File: config.mk
export PLATFORM = sky130hd
export DESIGN_NAME = mux_select_ctrl
export DESIGN_NICKNAME = d
export VERILOG_FILES = /design/src/rtl/mux_sel_pkg.sv /design/src/rtl/mux_sel_dncnt.sv /design/src/rtl/mux_select_ctrl.sv
export SDC_FILE = /design/constraint.sdc
export NUM_CORES = 1
export LEC_CHECK = 0
export ABC_CLOCK_PERIOD_IN_PS = 2400
export BUFFER_PORTS_ARGS = -buffer_cell sky130_fd_sc_hd__buf_2
export CAP_MARGIN = 30
export CORE_AREA = 8 8 45 47
export CTS_BUF_LIST = sky130_fd_sc_hd__clkbuf_2
export DETAILED_ROUTE_END_ITERATION = 6
export DIE_AREA = 0 0 53 55
export PLACE_DENSITY = 0.68
export SETUP_SLACK_MARGIN = 0.02
export SYNTH_ARGS = -nofsm -noshare
export SYNTH_HDL_FRONTEND = slang
export SYNTH_SLANG_ARGS = --single-unit
File: constraint.sdc
create_clock -name Clock -period 2.4 [get_ports Clock]
set_input_delay 0.12 -clock Clock [delete_from_list [all_inputs] [get_ports Clock]]
set_output_delay 0.12 -clock Clock [all_outputs]
set_load 0.01 [all_outputs]
File: src/rtl/mux_sel_pkg.sv
// ---------------------------------------------------------------------------
// mux_sel_pkg : FSM state type, default timing constants, counter width helper
// Revision    : 1.0
// ---------------------------------------------------------------------------
`default_nettype none

package mux_sel_pkg;

  typedef enum logic [1:0] {
    ST_HOLD    = 2'd0,
    ST_SETTLE  = 2'd1,
    ST_GRANTED = 2'd2
  } state_t;

  localparam int DWELL_DEFAULT  = 4;
  localparam int SETTLE_DEFAULT = 2;

  // Smallest width able to hold value (at least one bit).
  function automatic int cnt_width(input int value);
    return (value < 2) ? 1 : $clog2(value + 1);
  endfunction

endpackage

`default_nettype wire

File: src/rtl/mux_sel_dncnt.sv
// ---------------------------------------------------------------------------
// mux_sel_dncnt : loadable down-counter that saturates at zero
// Revision      : 1.0
// ---------------------------------------------------------------------------
`default_nettype none

module mux_sel_dncnt #(
  parameter int WIDTH = 4
) (
  input  logic             clk,
  input  logic             rst,
  input  logic             load,
  input  logic [WIDTH-1:0] load_val,
  output logic [WIDTH-1:0] count
);

  always_ff @(posedge clk) begin
    if (rst)
      count <= '0;
    else if (load)
      count <= load_val;
    else if (count != '0)
      count <= count - WIDTH'(1);
  end

endmodule

`default_nettype wire

File: src/rtl/mux_select_ctrl.sv
// ---------------------------------------------------------------------------
// mux_select_ctrl : 2:1 mux select/grant controller with dwell and settle time
// Optional Lock input enabled by MUX_SELECT_CTRL_LOCK_EN. Revision 1.0
// ---------------------------------------------------------------------------
`default_nettype none

module mux_select_ctrl
  import mux_sel_pkg::*;
#(
  parameter int DWELL  = DWELL_DEFAULT,
  parameter int SETTLE = SETTLE_DEFAULT
) (
  input  logic Clock,
  input  logic Reset,
`ifdef MUX_SELECT_CTRL_LOCK_EN
  input  logic Lock,
`endif
  input  logic Req0,
  input  logic Req1,
  output logic Select,
  output logic _Select,
  output logic Grant0,
  output logic Grant1,
  output logic Busy
);

  localparam int DW = cnt_width(DWELL);
  localparam int SW = cnt_width(SETTLE);

  state_t          state, next_state;
  logic            sel_q, sel_n_q, next_sel;
  logic            grant0_q, grant1_q, busy_q;
  logic            last_granted;
  logic            do_switch, update_last;
  logic            own_req, oth_req, want_other;
  logic            dwell_ok, settle_last, lock;
  logic [DW-1:0]   dwell_cnt;
  logic [SW-1:0]   settle_cnt;

`ifdef MUX_SELECT_CTRL_LOCK_EN
  assign lock = Lock;
`else
  assign lock = 1'b0;
`endif

  mux_sel_dncnt #(.WIDTH(DW)) u_dwell (
    .clk      (Clock),
    .rst      (Reset),
    .load     (do_switch),
    .load_val (DW'(DWELL)),
    .count    (dwell_cnt)
  );

  mux_sel_dncnt #(.WIDTH(SW)) u_settle (
    .clk      (Clock),
    .rst      (Reset),
    .load     (do_switch),
    .load_val (SW'(SETTLE)),
    .count    (settle_cnt)
  );

  // Counter reaching zero on this edge marks DWELL full cycles since the last switch.
  assign dwell_ok    = (dwell_cnt <= DW'(1));
  assign settle_last = (settle_cnt == SW'(1));

  assign own_req    = sel_q ? Req1 : Req0;
  assign oth_req    = sel_q ? Req0 : Req1;
  // With both requesting, the side that was not served last takes priority.
  assign want_other = oth_req && (!own_req || (last_granted == sel_q));

  always_comb begin
    next_state  = state;
    next_sel    = sel_q;
    do_switch   = 1'b0;
    update_last = 1'b0;
    case (state)
      ST_HOLD: begin
        if (want_other) begin
          if (dwell_ok && !lock) begin
            do_switch  = 1'b1;
            next_sel   = ~sel_q;
            next_state = ST_SETTLE;
          end
        end else if (own_req) begin
          next_state = ST_GRANTED;
        end
      end
      ST_SETTLE: begin
        if (!own_req)
          next_state = ST_HOLD;
        else if (settle_last)
          next_state = ST_GRANTED;
      end
      ST_GRANTED: begin
        if (!own_req) begin
          next_state  = ST_HOLD;
          update_last = 1'b1;
        end
      end
      default: next_state = ST_HOLD;
    endcase
  end

  always_ff @(posedge Clock) begin
    if (Reset) begin
      state        <= ST_HOLD;
      sel_q        <= 1'b0;
      sel_n_q      <= 1'b1;
      grant0_q     <= 1'b0;
      grant1_q     <= 1'b0;
      busy_q       <= 1'b0;
      last_granted <= 1'b1;
    end else begin
      state    <= next_state;
      sel_q    <= next_sel;
      sel_n_q  <= ~next_sel;
      grant0_q <= (next_state == ST_GRANTED) && !next_sel;
      grant1_q <= (next_state == ST_GRANTED) &&  next_sel;
      busy_q   <= (next_state != ST_HOLD);
      if (update_last)
        last_granted <= sel_q;
    end
  end

  assign Select  = sel_q;
  assign _Select = sel_n_q;
  assign Grant0  = grant0_q;
  assign Grant1  = grant1_q;
  assign Busy    = busy_q;

endmodule

`default_nettype wire

==> results by group, run 1 <==
Logic synthesis
  • Post-synthesis net count: 75
  • Post-synth ARST share: 0
  • Synth cell types: 29
  • Warnings from Yosys: 0
  • Post-synthesis mux area share: 0.03386
  • Mean Syn Cell Area: 9.375 sq um
  • EDFF count, synth: 0
  • Largest family of logic cells by synthesized area: simple AND/OR/NAND/NOR gates
  • Post-synthesis compound-gate area fraction: 0.1673
  • Yosys reg bits: 13
  • Primary FF master, synth: dfxtp_1
  • Xor-xnor portion of the synthesized cell area: 0.01394
  • Top post-synthesis cells by area: dfxtp_1 41%, ha_1 8.0%, nand2b_1 6.0%
  • Cell count after synthesis: 67
  • Synth area leader: dfxtp_1
  • Adder-Cell Fraction of Synth Area: 0.07968
  • Post-synthesis sequential area ratio: 0.4143
  • Simple-gate share of the synthesized area: 0.2550
  • Share of the synthesized area in the top cell type: 0.4143
  • Post-synthesis instance area: 628.1 sq um

CTS
  • CTS buffer count: 3
  • Cts repair resizes: 0
  • Setup Buffers After CTS: 0
  • Hold_buf cts: 0
  • Clk sinks: 13
  • Clk buf depth: 2
  • CTS tree: built
  • Clk Latency, worst-skew pair: 0.28 ns
  • CTS clk-pin slew, worst paths: 0.13 ns
  • H-Tree Depth: 1
  • Root buffer cell: clkbuf_2

Global routing
  • GRT Util Overall: 0.08662
  • First-pass GRT wire length: 1.821 mm
  • Global route total overflow: 0
  • Pin count of the biggest net entering global routing: 11
  • Initial antenna violation count: 0
  • Vias in the first global route: 446

Finish
  • Area growth syn-to-layout: 12.15%
  • Commonest non-fill, non-tap cell in the layout: dfxtp_1
  • Final net count: 87
  • Most frequent cells in the layout: 13 x dfxtp_1, 8 x buf_2, 6 x nand2b_1, 6 x nor2_1, 5 x inv_1
  • Final instance area: 704.4 sq um
  • N_diodes: 0
  • Final core utilization: 0.5090
  • Fraction of layout cells with a size suffix above 1: 0.2179
  • Layout fillers: 136

Route
  • Remaining antenna violation count: 0
  • Avg WL per Cell: 11.51 um
  • Number of remaining DRC errors: 0
  • Iter 0 DRT Violations: 9
  • Number of vias per cell: 5.021
  • DRT Wirelength: 1.082 mm
  • TritonRoute pass-1 iters: 4
  • Vias: 472

Die
  • Width of the die: 53 um
  • Die H: 55 um
  • Core ar.: 1384 sq um
  • Top Ports: 9
  • Initial core utilization: 0.4539
  • # rows: 14
  • Die ar.: 2915 sq um

STA
  • Clock skew: 0.01489 ns
  • Fmax: 712.3 MHz
  • Hold slack: 0.1480 ns
  • Final min period: 1.404 ns
  • Rel. slew slack: 0.7744
  • Final critical-path share of the clock period: 0.5850
  • Fin Setup TNS: 0 ns
  • RSZ-0062 raised after global routing: no
  • Least-Margin Pin Slew: 0.3383 ns
  • Count of final setup violators: 0
  • Worst setup margin: 0.9961 ns
  • Final Hold Viols: 0
  • Pins Over Slew Limit: 0

Pwr
  • Power per Cell Area: 1082 nW/um^2
  • IR drop worst, VDD: 0.4194 mV
  • P_leak: 0.0003092 uW

Worst setup path
  • Max incr delay on CP: 0.37 ns
  • Cell Chain, Critical Path: inv_1 > ha_1 > o21bai_1 > and2_1 > and2_4 > nor4b_4
  • Nature of the critical path endpoint: register
  • Worst EP required: 2.61 ns
  • Worst setup startpoint: u_dwell.count[1]$_SDFFE_PP0P_
  • CP Buf/Inv Count: 1
  • Crit path max-delay cell type: dfxtp_1
  • Startpoint Class: register
  • Cell family with most CP delay: simple AND/OR/NAND/NOR gates
  • Worst reg2reg path startpoint: u_dwell.count[1]$_SDFFE_PP0P_
  • Arrival @ worst endpoint: 1.61 ns
  • Critical path fanouts, max: 5
  • Worst Path Class, Setup: reg -> reg

Hold path
  • Hold Crit Class: in -> reg
  • Worst Min Path Start: Reset

Placed design
  • RD Place Congestion: 0.8147
  • IO buf count: 8
  • DP HPWL: 843.3 um
  • Pre-CTS setup slack: 1.018 ns
  • Area after DPL: 684.4 sq um

Run
  • Max-capacitance violation count: 0

Outcome
  • Status: finished, final reports clean
==> path summary, 6_finish.rpt <==
check        slack [ns]                        endpoint  depth (start not counted)
min                0.15  u_settle.count[1]$_SDFFE_PP0P_                          2
max                 1.0  u_settle.count[0]$_SDFFE_PP0P_                          6
max reg2reg         1.0  u_settle.count[0]$_SDFFE_PP0P_                          6
min reg2reg        0.48  u_settle.count[1]$_SDFFE_PP0P_                          2
==> layout make-up <==
type,count,area [sq um],area share
Multi-Input combinational cell,48,345.3,0.4902
Sequential cell,13,260.3,0.3694
Timing Repair Buffer,8,40.04,0.05684
Clock buffer,4,20.02,0.02842
Tap cell,16,20.02,0.02842
Inverter,5,18.77,0.02664
==> sequential cells by signal, summed over array words and instances, names as in the netlist <==
register / count
u_dwell.count: 3
state: 2
u_settle.count: 2
Busy: 1
Grant0: 1
Grant1: 1
Select: 1
_Select: 1
last_granted: 1
==> synthesized netlist by cell type, types with 2 or more instances <==
cell type	n
dfxtp_1	13
ha_1	4
nor2_1	6
a22o_1	2
and2_1	3
nor3_1	2
nand2_1	3
inv_1	5
nor2b_1	2
nand2b_1	6
a21oi_1	3
==> routing by layer <==
| layer | track usage | vias up | part of all wire |
|---|---|---|---|
| met1 | 0.1089 | 206 | 0.51 |
| li1 | - | 254 | - |
| met2 | 0.1230 | 10 | 0.42 |
| met3 | 0.02406 | 2 | 0.046 |
| met4 | 0.06466 | 0 | 0.015 |
| met5 | 0 | - | 0 |
==> logic make-up (layout without fill, tap and decap cells) <==
| group | after synthesis | after routing |
|---|---|---|
| buf+inv | 6 | 17 |
| compound gates | 15 | 15 |
| xor+xnor | 1 | 1 |
| mux | 2 | 2 |
| fa+ha+maj | 4 | 4 |
| flops | 13 | 13 |
| simple gates | 26 | 26 |
==> power breakdown <==
part	leakage (uW)	internal (uW)	switching (uW)
clock network	0.0000166	44.2	71.1
registers	0.000107	275	48.0
logic	0.000186	151	173
total	0.000309	470	292
==> stage by stage <==
stage / cells / power, uW
4_1_cts: 94 / 770.9
2_1_floorplan: 67 / 576.2
5_1_grt: 94 / 834.4
3_5_place_dp: 90 / 652.9
6_report: 94 / 762.0
3_3_place_gp: 90 / 643.3
No activity file was read; power rests on OpenSTA's default activity.
==> run 2: changes to the inputs <==
--- a/config.mk
+++ b/config.mk
@@ -5,7 +5,7 @@
 export SDC_FILE = /design/constraint.sdc
 export NUM_CORES = 1
 export LEC_CHECK = 0
-export ABC_CLOCK_PERIOD_IN_PS = 2400
+export ABC_CLOCK_PERIOD_IN_PS = 1500
 export BUFFER_PORTS_ARGS = -buffer_cell sky130_fd_sc_hd__buf_2
 export CAP_MARGIN = 30
 export CORE_AREA = 8 8 45 47
==> constraint.sdc (replaced) <==
create_clock -name Clock -period 1.5 [get_ports Clock]
set_input_delay 0.075 -clock Clock [delete_from_list [all_inputs] [get_ports Clock]]
set_output_delay 0.075 -clock Clock [all_outputs]
set_load 0.01 [all_outputs]
==> run 2 against run 1 <==
  * Die area unchanged
  * Cell count unchanged
  * Critical path type unchanged
  * First-iteration DRC count decreased by 22%
  * Flip-flop and latch count unchanged
  * Non-clock buffer count unchanged
==> results by group, run 2 (synthesis results as in run 1) <==
Worst setup path
  • Cell Chain, Critical Path: inv_1 > ha_1 > ha_1 > nor2_1 > a21oi_1 > nor3_2
  • Worst Path Class, Setup: reg -> reg
  • Cell family with most CP delay: adder cells
  • Nature of the critical path endpoint: register
  • Arrival @ worst endpoint: 1.57 ns
  • Startpoint Class: register
  • Crit path max-delay cell type: dfxtp_1
  • Max incr delay on CP: 0.43 ns
  • Worst reg2reg path startpoint: u_dwell.count[0]$_SDFFE_PP0P_
  • Most used cell, CP: ha_1
  • Worst EP required: 1.71 ns
  • Critical path fanouts, max: 4
  • CP Buf/Inv Count: 1
  • RR Endpoint: u_dwell.count[1]$_SDFFE_PP0P_
  • FF-to-FF setup slack: 0.15 ns
  • Worst reg-to-reg path cell count: 6

Route
  • WL met2: 482 um
  • Remaining antenna violation count: 0
  • Max Used Layer: met4
  • DRT Wirelength: 1.104 mm
  • Iter 0 DRT Violations: 7
  • Number of remaining DRC errors: 0
  • Number of vias per cell: 5.138
  • Vias: 483
  • Wire length on met1: 565 um
  • DR WL met3: 40 um
  • Avg WL per Cell: 11.74 um
  • TritonRoute pass-1 iters: 4

STA
  • Clock skew: 0.01477 ns
  • Worst setup margin: 0.1457 ns
  • Fmax: 738.4 MHz
  • RSZ-0062 raised after global routing: no
  • Least-Margin Pin Slew: 0.3384 ns
  • Final min period: 1.354 ns
  • Rel. slew slack: 0.7744
  • Fin Setup TNS: 0 ns
  • Final Hold Viols: 0
  • Pins Over Slew Limit: 0
  • Count of final setup violators: 0
  • Final critical-path share of the clock period: 0.9029

CTS
  • CTS clk-pin slew, worst paths: 0.13 ns
  • Setup Buffers After CTS: 0
  • Clk buf depth: 2
  • CTS buffer count: 3
  • CTS tree: built
  • Hold_buf cts: 0
  • Cts repair resizes: 0
  • Root buffer cell: clkbuf_2
  • H-Tree Depth: 1
  • Clk sinks: 13
  • Clk Latency, worst-skew pair: 0.28 ns

Global routing
  • First-pass GRT wire length: 1.821 mm
  • GRT Util Overall: 0.08662
  • Global route total overflow: 0
  • Initial antenna violation count: 0
  • Vias in the first global route: 446
  • Pin count of the biggest net entering global routing: 11

Pwr
  • NetSw: 483.0 uW
  • Net Sw Frac: 0.3833
  • Gate power share: 0.442
  • Tot Pwr: 1260 uW
  • Power per Cell Area: 1761 nW/um^2
  • Sequential share of power: 0.412
  • P_leak: 0.0003130 uW
  • Power Internal: 777.3 uW
  • Clock network fraction of design power: 0.146
  • IR drop worst, VDD: 0.6742 mV

Hold path
  • Worst Min Path Start: Reset
  • Hold depth: 2
  • Hold Crit Class: in -> reg
  • Hold Path End: u_settle.count[1]$_SDFFE_PP0P_

Finish
  • Area growth syn-to-layout: 13.94%
  • Final instance area: 715.7 sq um
  • Most frequent cells in the layout: 12 x dfxtp_1, 8 x buf_2, 6 x nand2b_1, 6 x nor2_1, 5 x inv_1
  • N_diodes: 0
  • Max reg flops: 3
  • Top flop regs: u_dwell.count x3, state x2, u_settle.count x2
  • Final core utilization: 0.5172
  • Final net count: 87
  • Biggest register: u_dwell.count
  • Fraction of layout cells with a size suffix above 1: 0.2564
  • Commonest non-fill, non-tap cell in the layout: dfxtp_1

Placed design
  • RD Place Congestion: 0.8147
  • IO buf count: 8
  • DP HPWL: 843.3 um
  • Area after DPL: 684.4 sq um
  • Pre-CTS setup slack: 0.1177 ns

Outcome
  • Status: finished, final reports clean

Die
  • Core ar.: 1384 sq um
  • Die H: 55 um
  • Initial core utilization: 0.4539
  • Die ar.: 2915 sq um
  • Top Ports: 9
  • Width of the die: 53 um
  • # rows: 14

Run
  • Max-capacitance violation count: 0
[run 2: cell counts in the layout (fill, tap and decap cells not counted)]
No cell type changed its count.
[run 2: how the worst max path moves through the flow]
stage               slack [ns]  depth (start not counted)                     startpoint                             end
finish                    0.15                          6  u_dwell.count[0]$_SDFFE_PP0P_   u_dwell.count[1]$_SDFFE_PP0P_
global placement          0.16                          6  u_dwell.count[1]$_SDFFE_PP0P_  u_settle.count[0]$_SDFFE_PP0P_
global route             0.003                          6  u_dwell.count[0]$_SDFFE_PP0P_   u_dwell.count[1]$_SDFFE_PP0P_
detailed placement        0.12                          6  u_dwell.count[1]$_SDFFE_PP0P_  u_settle.count[0]$_SDFFE_PP0P_
floorplan                 0.20                          6  u_dwell.count[1]$_SDFFE_PP0P_  u_settle.count[0]$_SDFFE_PP0P_
CTS                       0.09                          6  u_dwell.count[1]$_SDFFE_PP0P_  u_settle.count[0]$_SDFFE_PP0P_
[run 2: area by class of cell]
cell class,count,area (sq um)
Clock buffer,4,20.02
Fill cell,136,668.1
Inverter,5,18.77
Multi-Input combinational cell,48,355.3
Sequential cell,13,261.5
Tap cell,16,20.02
Timing Repair Buffer,8,40.04
[run 2: power groups by stage]
stage	logic (uW)	clock network [uW]	registers, uW
final	557	184	519
after global routing	635	206	534
after CTS	524	193	516
after detailed placement	520	0	524
after global placement	507	0	522
after floorplan	393	0	529
[run 2: layer usage]
metal | GRT usage | up-vias
li1 | - | 259
met2 | 0.1230 | 8
met3 | 0.02406 | 2
met5 | 0 | -
met1 | 0.1089 | 214
met4 | 0.06466 | 0
[run 2: worst register-to-register path, stage by stage, from the launching register on]
cell,delay (ns)
dfxtp_1,0.43
inv_1,0.07
ha_1,0.21
ha_1,0.26
nor2_1,0.14
a21oi_1,0.07
nor3_2,0.11
[run 2: metrics by stage]
step / cells / hold WS, ns
after detailed placement: 90 / 0.4115
after CTS: 94 / 0.1043
after global routing: 94 / 0.1179
final: 94 / 0.1078
after floorplan: 67 / 0.3143
after global placement: 90 / 0.4048
